**src/rtl/rst_seq_ctrl.sv**
```systemverilog
// Reset sequencer: holds RST_OUT_N low for a fixed time, then waits for the far
// domain's synchronized reset to come back as an acknowledge, or times out.
module rst_seq_ctrl #(
  parameter int HOLD_CYCLES    = 16,
  parameter int TIMEOUT_CYCLES = 64,
  parameter int CNT_W          = 8
) (
  input  logic CLK_M,
  input  logic RST_M,
  input  logic SW_RST_REQ,
  input  logic ACK_IN,
  output logic RST_OUT_N,
  output logic RST_BUSY,
  output logic RST_DONE,
  output logic RST_TIMEOUT
);

  typedef enum logic [1:0] {
    ST_IDLE   = 2'd0,
    ST_ASSERT = 2'd1,
    ST_WAIT   = 2'd2
  } state_t;

  localparam logic [CNT_W-1:0] HOLD_LAST    = CNT_W'(HOLD_CYCLES - 1);
  localparam logic [CNT_W-1:0] TIMEOUT_LAST = CNT_W'(TIMEOUT_CYCLES - 1);

  state_t           state, state_nxt;
  logic [CNT_W-1:0] cnt, cnt_nxt;
  logic             ack_s1, ack_s;
  logic             out_n_nxt, busy_nxt, done_nxt, timeout_nxt;

  // ACK_IN is asynchronous to CLK_M; only ack_s is ever looked at.
  always_ff @(posedge CLK_M) begin
    if (!RST_M) begin
      ack_s1 <= 1'b0;
      ack_s  <= 1'b0;
    end else begin
      ack_s1 <= ACK_IN;
      ack_s  <= ack_s1;
    end
  end

  always_ff @(posedge CLK_M) begin
    if (!RST_M) begin
      state       <= ST_ASSERT;
      cnt         <= '0;
      RST_OUT_N   <= 1'b0;
      RST_BUSY    <= 1'b1;
      RST_DONE    <= 1'b0;
      RST_TIMEOUT <= 1'b0;
    end else begin
      state       <= state_nxt;
      cnt         <= cnt_nxt;
      RST_OUT_N   <= out_n_nxt;
      RST_BUSY    <= busy_nxt;
      RST_DONE    <= done_nxt;
      RST_TIMEOUT <= timeout_nxt;
    end
  end

  always_comb begin
    state_nxt   = state;
    cnt_nxt     = cnt;
    out_n_nxt   = RST_OUT_N;
    busy_nxt    = RST_BUSY;
    done_nxt    = 1'b0;
    timeout_nxt = RST_TIMEOUT;
    case (state)
      ST_IDLE: begin
        if (SW_RST_REQ) begin
          state_nxt   = ST_ASSERT;
          cnt_nxt     = '0;
          out_n_nxt   = 1'b0;
          busy_nxt    = 1'b1;
          timeout_nxt = 1'b0;
        end
      end
      ST_ASSERT: begin
        if (cnt == HOLD_LAST) begin
          state_nxt = ST_WAIT;
          cnt_nxt   = '0;
          out_n_nxt = 1'b1;
        end else begin
          cnt_nxt = cnt + CNT_W'(1);
        end
      end
      ST_WAIT: begin
        // An acknowledge on the last timeout cycle still wins over the timeout.
        if (ack_s) begin
          state_nxt = ST_IDLE;
          done_nxt  = 1'b1;
          busy_nxt  = 1'b0;
        end else if (cnt == TIMEOUT_LAST) begin
          state_nxt   = ST_IDLE;
          timeout_nxt = 1'b1;
          busy_nxt    = 1'b0;
        end else begin
          cnt_nxt = cnt + CNT_W'(1);
        end
      end
      default: begin
        state_nxt = ST_ASSERT;
        cnt_nxt   = '0;
        out_n_nxt = 1'b0;
        busy_nxt  = 1'b1;
      end
    endcase
  end

endmodule

```
**config.mk**
```make
export PLATFORM = sky130hd
export DESIGN_NAME = rst_seq_ctrl
export DESIGN_NICKNAME = d
export VERILOG_FILES = /design/src/rtl/rst_seq_ctrl.sv
export SDC_FILE = /design/constraint.sdc
export NUM_CORES = 1
export LEC_CHECK = 0
export ABC_AREA = 1
export CAP_MARGIN = 0
export CORE_ASPECT_RATIO = 0.8
export CORE_MARGIN = 3
export CORE_UTILIZATION = 55
export DETAILED_ROUTE_END_ITERATION = 12
export PLACE_DENSITY = 0.89
export SLEW_MARGIN = 20
export SYNTH_ARGS = -nofsm -noshare
export SYNTH_HDL_FRONTEND = slang
export SYNTH_SLANG_ARGS = --single-unit
```
**constraint.sdc**
```tcl
create_clock -name CLK_M -period 3.9 [get_ports CLK_M]
set_input_delay 0.78 -clock CLK_M [delete_from_list [all_inputs] [get_ports CLK_M]]
set_output_delay 0.78 -clock CLK_M [all_outputs]
set_load 0.03 [all_outputs]
```
# Word level (Yosys, flattened, before mapping)
# Index checks and enable logic that the tools add are counted.
[totals]
register_bits = 16
output_inout_bits = 4
inputBits = 4
word_cells = 50
[op_classes]
n_addsub = 1
n_reduce_logical = 8
muxes = 21
bitwise = 2
eq_ne = 10
[op_table]
columns = ["operator", "n"]
rows = [
  ["$mux 8", 4],
  ["$pmux 8 s3", 1],
  ["$reduce_and 3->1", 4],
  ["$ne 2x2->1 const B", 5],
  ["$add 8x1->8 const B", 1],
  ["$eq 8x4->1 const B", 1],
  ["$eq 8x6->1 const B", 1],
  ["$mux 1", 8],
  ["$mux 2", 4],
  ["$pmux 1 s3", 2],
  ["$pmux 2 s3", 1],
  ["$reduce_and 4->1", 1],
  ["$ne 3x3->1 const B", 1],
  ["$eq 2x1->1 const B", 1],
  ["$eq 2x2->1 const B", 1],
  ["$logic_not 2->1", 1],
  ["$not 1->1", 2],
  ["$pmux 1 s2", 1],
  ["$reduce_and 2->1", 1],
  ["$reduce_bool 2->1", 1],
]

# Depth between registers and ports, before layout
# Gate-level depths: netlist (run 1).
[logic_depth]
ltp_word = 4
mapped_depth = 11
depth_no_buf = 11

# Worst setup path after synthesis (run 1)
# No wires, ideal clock.
[synth_path]
path_kind = "input to register"
start = "in SW_RST_REQ"
end = "reg cnt[4]"
path_slack_ns = 2.386
path_stages = 7
setup_time_ns = 0.113
arrival_ns = 1.400
path_cell_list = "nor2_1 a21oi_2 nand2_4 nor2_1 nand2_1 nand2_1 nor2_1"
[synth_between]
elab_chain_cells = 2
[synth_lines]
columns = ["item", "line_no", "text"]
rows = [
  ["start: declaration", "10", "input logic SW_RST_REQ,"],
  ["$ne 2x2->1 (no source line)", "--", ""],
  ["$reduce_and 3->1 (no source line)", "--", ""],
  ["end signal: assignment", "53", "cnt <= cnt_nxt;"],
  ["end: declaration", "28", "logic [CNT_W-1:0] cnt, cnt_nxt;"],
]
# Every way passes these cells.
# A chain may end at the register's enable or synchronous reset.

# Worst setup path after layout (run 1)
[layout_path]
start = "reg RST_BUSY"
end = "out RST_BUSY"
[layout_lines]
columns = ["item", "line_no", "text"]
rows = [
  ["start: declaration", "13", "output logic RST_BUSY,"],
  ["start signal: assignment", "55", "RST_BUSY <= busy_nxt;"],
]
# No word-level cell between the ends.

==> run metrics, run 1 <==
vias in the first global route=757; multi-input logic area=487 sq um; Setup crit end kind=primary output; core area=0.00147 sq mm; Worst Max-Slew Pin Slew=0.462 ns; top post-synthesis cells by count=nand2_1, inv_1, dfxtp_1; fin crit period=2.09 ns; first-pass GRT wire length=3320 microns; CP bufs+invs=1; delay-heaviest family, CP=buffers and inverters; PortBufs=7; CTS buffer count=3; Initial DRC Count=26; DRT Wirelength=1890 microns; Layout Nets=150; Yosys top cell area share=35.4%; H-tree depth reported by CTS=1; hold path startpoint=ack_s1; Yosys top cell by area=dfxtp_1; routed len/inst=11.7 microns; Post-CTS Setup Inserts=0; CTS tree=done; fmax=477 MHz; cts repair resizes=0; Top FF cell, synth=dfxtp_1; clock buffer depth=2; Tcrit/Tclk final=53.7%; final setup fails=0; Clock Sinks=16; routability cong.=0.892; Avg Cell Area, Syn=6.91 sq um; layout cells sized above 1=10.0%; Max-Cap Viols=0; Area Overhead vs Synth=12.6%; post-route ant nets=0; max_slew headroom=69.1%; post-synth net total=139; pwr/cell area=511 mW/mm^2; Cell Chain, Critical Path=clkdlybuf4s50_1; hold path endpoint=ack_s; Root Driver=clkbuf_4; Via density=5.22; ys async rst share=0%; largest cells by area after synthesis=dfxtp_1, nand2_1, inv_1; dpl hpwl=1470 microns; Min-Delay Path Depth=2; Die Span X=51.3 microns; FF+latch area=320 sq um; Initial Utilization=61.5%; Post-synth EDFFs=0; LEAKAGE=0.490 nW; Worst Path Required=3.12 ns; crit-path max FO=2; Hold Buf Count CTS=0; CP arrival=1.31 ns; synth unique cells=22; reg2reg path depth=8; RSZ-0062 raised after global routing=false; max-slew violation count=0; # diodes=0; grt ovf=0; Worst-path clk slew=0.09 ns; worst-path cell with the longest stage delay=clkdlybuf4s50_1; IR drop worst, VDD=365 uV; Reg-to-Reg End=cnt[4]; Vias=840; final hold vios=0; IO Count=8; Die Ht=42.3 microns; FF+latch count, synth=16; worst reg2reg setup slack=2.35 ns; path category of the worst min-delay check=register to register; setup tns final=0 ns; Post-Syn Area=905 sq um; largest net degree at the start of global routing=14; DRC viols=0; synth warn=0; sequential-to-total area share from yosys stat=35.4%; R2R Path Start=state[0]; antenna violations before repair=0; Final Power=0.520 mW; Cells after Synth=131; drt pass-1 iters=4; final worst clock skew=0.00627 ns; Total GRT Usage=20.4%; outcome=complete, no violations; row cnt=12; fillers=148; Worst setup SP type=register; DIE AREA=0.00217 sq mm; worst stage delay on the critical path=0.67 ns; Clock Latency Late Sink=0.29 ns; most frequent cell after synthesis=nand2_1; WS Path Type=register to primary output
power breakdown:
part           total, mW  internal (mW)  switching, mW  leakage [nW]
clock             0.0870         0.0360         0.0511        0.0138
sequential         0.205          0.188         0.0164         0.131
combinational      0.228         0.0855          0.143         0.346
flip-flops by register name (all words and copies together) (netlist names):
signal and flops:
RST_BUSY 1, ack_s 1, RST_OUT_N 1, cnt 8, ack_s1 1, RST_TIMEOUT 1
RST_DONE 1, state 2
placed cells by master, fill, tap and decap left out:
master,n
a21oi_2,1
nor2_4,2
o21bai_2,1
nand2_4,1
a211oi_1,1
nand4_1,4
nor2_1,12
clkbuf_4,3
clkdlybuf4s50_1,7
ha_1,4
inv_1,23
nand2_2,3
nand3_1,11
nand2_1,36
o21a_1,1
nor3_2,1
o21ai_0,3
a21oi_1,6
dfxtp_1,16
o31ai_1,1
o21ai_1,1
inv_4,1
nand4_4,1
layer usage:
metal  wire length, microns  share of wire [%]  up-vias  global-route usage, %
met1                    831                 44      373                   28.0
met4                     12               0.64        0                   5.24
met3                    161                8.5        2                   6.05
li1                       -                  -      429                      -
met5                      0                  0        -                      0
met2                    882                 47       36                   31.1
final cells by class:
type                            count  share of cell area [%]
Timing Repair Buffer                7                    6.88
Multi-Input combinational cell     90                    47.8
Inverter                           24                    9.09
Clock buffer                        3                    2.21
Sequential cell                    16                    31.4
Tap cell                           21                    2.58
tightest hold or removal path: stages, from the launching register on:
cell and delay, ns:
dfxtp_1 0.30, nand2_1 0.05, inv_1 0.04
cell families (layout without fill, tap and decap cells):
logic type,count (synthesis),in the layout,synth area share [%]
simple gates,71,71,38.0
buf+inv,25,34,10.8
flops,16,16,35.4
compound gates,15,15,10.2
fa+ha+maj,4,4,5.53
per-stage QoR:
stage	std cells	area, sq um	hold WS (ns)	util (%)	setup slack [ns]
floorplan	131	905	0.390	-	2.39
global placement	158	996	0.394	67.7	1.82
detailed placement	158	996	0.433	67.7	1.76
CTS	161	1020	0.448	69.2	1.81
global route	161	1020	0.465	69.2	1.75
finish	161	1020	0.438	69.2	1.81
how the worst max path moves through the flow:
| stage | from | end | slack [ns] | cells after the start |
|---|---|---|---|---|
| floorplan | SW_RST_REQ | cnt[4] | 2.39 | 7 |
| global placement | SW_RST_REQ | cnt[4] | 1.82 | 8 |
| detailed placement | SW_RST_REQ | cnt[4] | 1.76 | 8 |
| CTS | RST_BUSY | RST_BUSY | 1.81 | 1 |
| global route | RST_BUSY | RST_BUSY | 1.75 | 1 |
| finish | RST_BUSY | RST_BUSY | 1.81 | 1 |
Power figures use the tool's default switching activity.
==> run 2, diff against run 1 <==
Settings changed: CORE_UTILIZATION 55 to 49, PLACE_DENSITY 0.89 to 0.84.
Clock period 3.9 ns to 1.9 ns, I/O delays scaled along.
==> run 2 against run 1 <==
Effect of this change:
- hold slack got worse by 0.011 ns
- wire length is 4.6% lower
- sequential cell count stayed put
- non-clock buffer count is 1 higher
- sequential share of layout area down 0.68 points
- cell count rose by 1.9%
- clock skew down 0.0024 ns
- combinational power increased by 100%
- setup slack worse by 1.6 ns
- register-to-register slack got worse by 2.0 ns
- critical path type unchanged
- largest cell class unchanged
==> run metrics, run 2 (synthesis results as in run 1) <==
routability cong.=0.908; IO Count=8; Highest Signal Layer=met4; delay-heaviest family, CP=buffers and inverters; DIE AREA=0.00240 sq mm; vias in the first global route=695; Area Overhead vs Synth=15.1%; fmax=592 MHz; first-pass GRT wire length=3130 microns; multi-input logic area=487 sq um; Worst-path clk slew=0.09 ns; fillers=153; Post-CTS Setup Inserts=0; Clock Sinks=16; Layout Nets=151; final worst clock skew=0.00384 ns; commonest non-fill, non-tap cell in the layout=nand2_1; drt pass-1 iters=4; met1 WL=927 microns; path category of the worst min-delay check=register to register; CTS buffer count=3; fin crit period=1.69 ns; RSZ-0062 raised after global routing=false; largest net degree at the start of global routing=10; worst stage delay on the critical path=0.68 ns; final setup fails=0; pwr/cell area=1060 mW/mm^2; Sw Share=38.6%; top flop regs=cnt x8, state x2; H-tree depth reported by CTS=1; Initial Utilization=54.0%; Clock Latency Late Sink=0.29 ns; Reg with most FFs=cnt; Max-Cap Viols=0; max-slew violation count=0; crit-path max FO=2; DRT Wirelength=1800 microns; Finished Core Util=62.1%; post-route ant nets=0; Worst Max-Slew Pin Slew=0.400 ns; Hold Buf Count CTS=0; Clock Power Share=20.1%; Logic pwr share=41.9%; Worst setup SP type=register; final hold vios=0; Die Span X=54.0 microns; CTS tree=done; Internal=0.681 mW; setup tns final=0 ns; clock buffer depth=2; max_slew headroom=73.3%; routed wl met3=139 microns; register share of total power=38.0%; Worst Path Required=1.52 ns; Via density=5.08; WS Path Type=register to primary output; Tcrit/Tclk final=89.0%; max FFs per register=8; Total GRT Usage=17.9%; Initial DRC Count=29; cts repair resizes=0; Final Power=1.11 mW; PortBufs=7; row cnt=13; Vias=833; Cell Chain, Critical Path=clkdlybuf4s50_1; antenna violations before repair=0; dpl hpwl=1410 microns; IR drop worst, VDD=670 uV; routed len/inst=11.0 microns; CP bufs+invs=1; net switching power=0.428 mW; # diodes=0; Die Ht=44.4 microns; Setup crit end kind=primary output; Root Driver=clkbuf_4; pre-CTS setup slack=0.184 ns; FF+latch area=320 sq um; LEAKAGE=0.502 nW; worst-path cell with the longest stage delay=clkdlybuf4s50_1; outcome=complete, no violations; core area=0.00168 sq mm; CP arrival=1.31 ns; layout cells sized above 1=11.3%; DRC viols=0; grt ovf=0; metal2 WL=724 microns; fin worst setup slack=0.210 ns; most frequent cells in the layout=nand2_1, inv_1, dfxtp_1, nor2_1, nand3_1
## run 2: changes by cell type in the layout (fill, tap and decap cells not counted), sizes merged
cell    before  now
buf          0    1
clkbuf       3    4
## run 2: power by group through the flow
| stage | Sequential (mW) | Combinational (mW) | Clock, mW |
|---|---|---|---|
| after floorplan | 0.443 | 0.338 | 0 |
| after global placement | 0.426 | 0.455 | 0 |
| after detailed placement | 0.429 | 0.460 | 0 |
| after CTS | 0.421 | 0.462 | 0.232 |
| after global routing | 0.429 | 0.532 | 0.249 |
| final | 0.421 | 0.465 | 0.223 |
## run 2: worst register-to-register path, stage by stage, from the launching register on
cell and delay [ns]:
dfxtp_1 0.37, inv_1 0.07, ha_1 0.42, inv_1 0.10
a211oi_1 0.23, o21ai_0 0.13, a21oi_1 0.15
## run 2: final cells by class
type	count	share of cell area [%]
timing repair buffer	8	7.45
inverter	24	8.89
sequential	16	30.8
clock buffer	4	3.49
multi-input combinational	90	46.8
tap	22	2.64
## run 2: per-layer routing
metal	up-vias	track usage, %
li1	435	-
met1	368	27.8
met2	28	23.2
met3	2	6.06
met4	0	4.48
met5	-	0
## run 2: path summary, 6_finish.rpt
kind / start / to / slack, ns / cells after the start
worst max-delay path: RST_BUSY / RST_BUSY / 0.21 / 1
worst min-delay path: ack_s1 / ack_s / 0.43 / 2
worst max register to register: state[0] / cnt[2] / 0.36 / 6
worst min register to register: ack_s1 / ack_s / 0.43 / 2
## run 2: through the flow
| step | instances | hold slack, ns | instance area (sq um) |
|---|---|---|---|
| detailed placement | 160 | 0.406 | 1000 |
| finish | 164 | 0.427 | 1040 |
| global placement | 160 | 0.402 | 1000 |
| floorplan | 131 | 0.390 | 905 |
| CTS | 164 | 0.429 | 1040 |
| global route | 164 | 0.465 | 1040 |
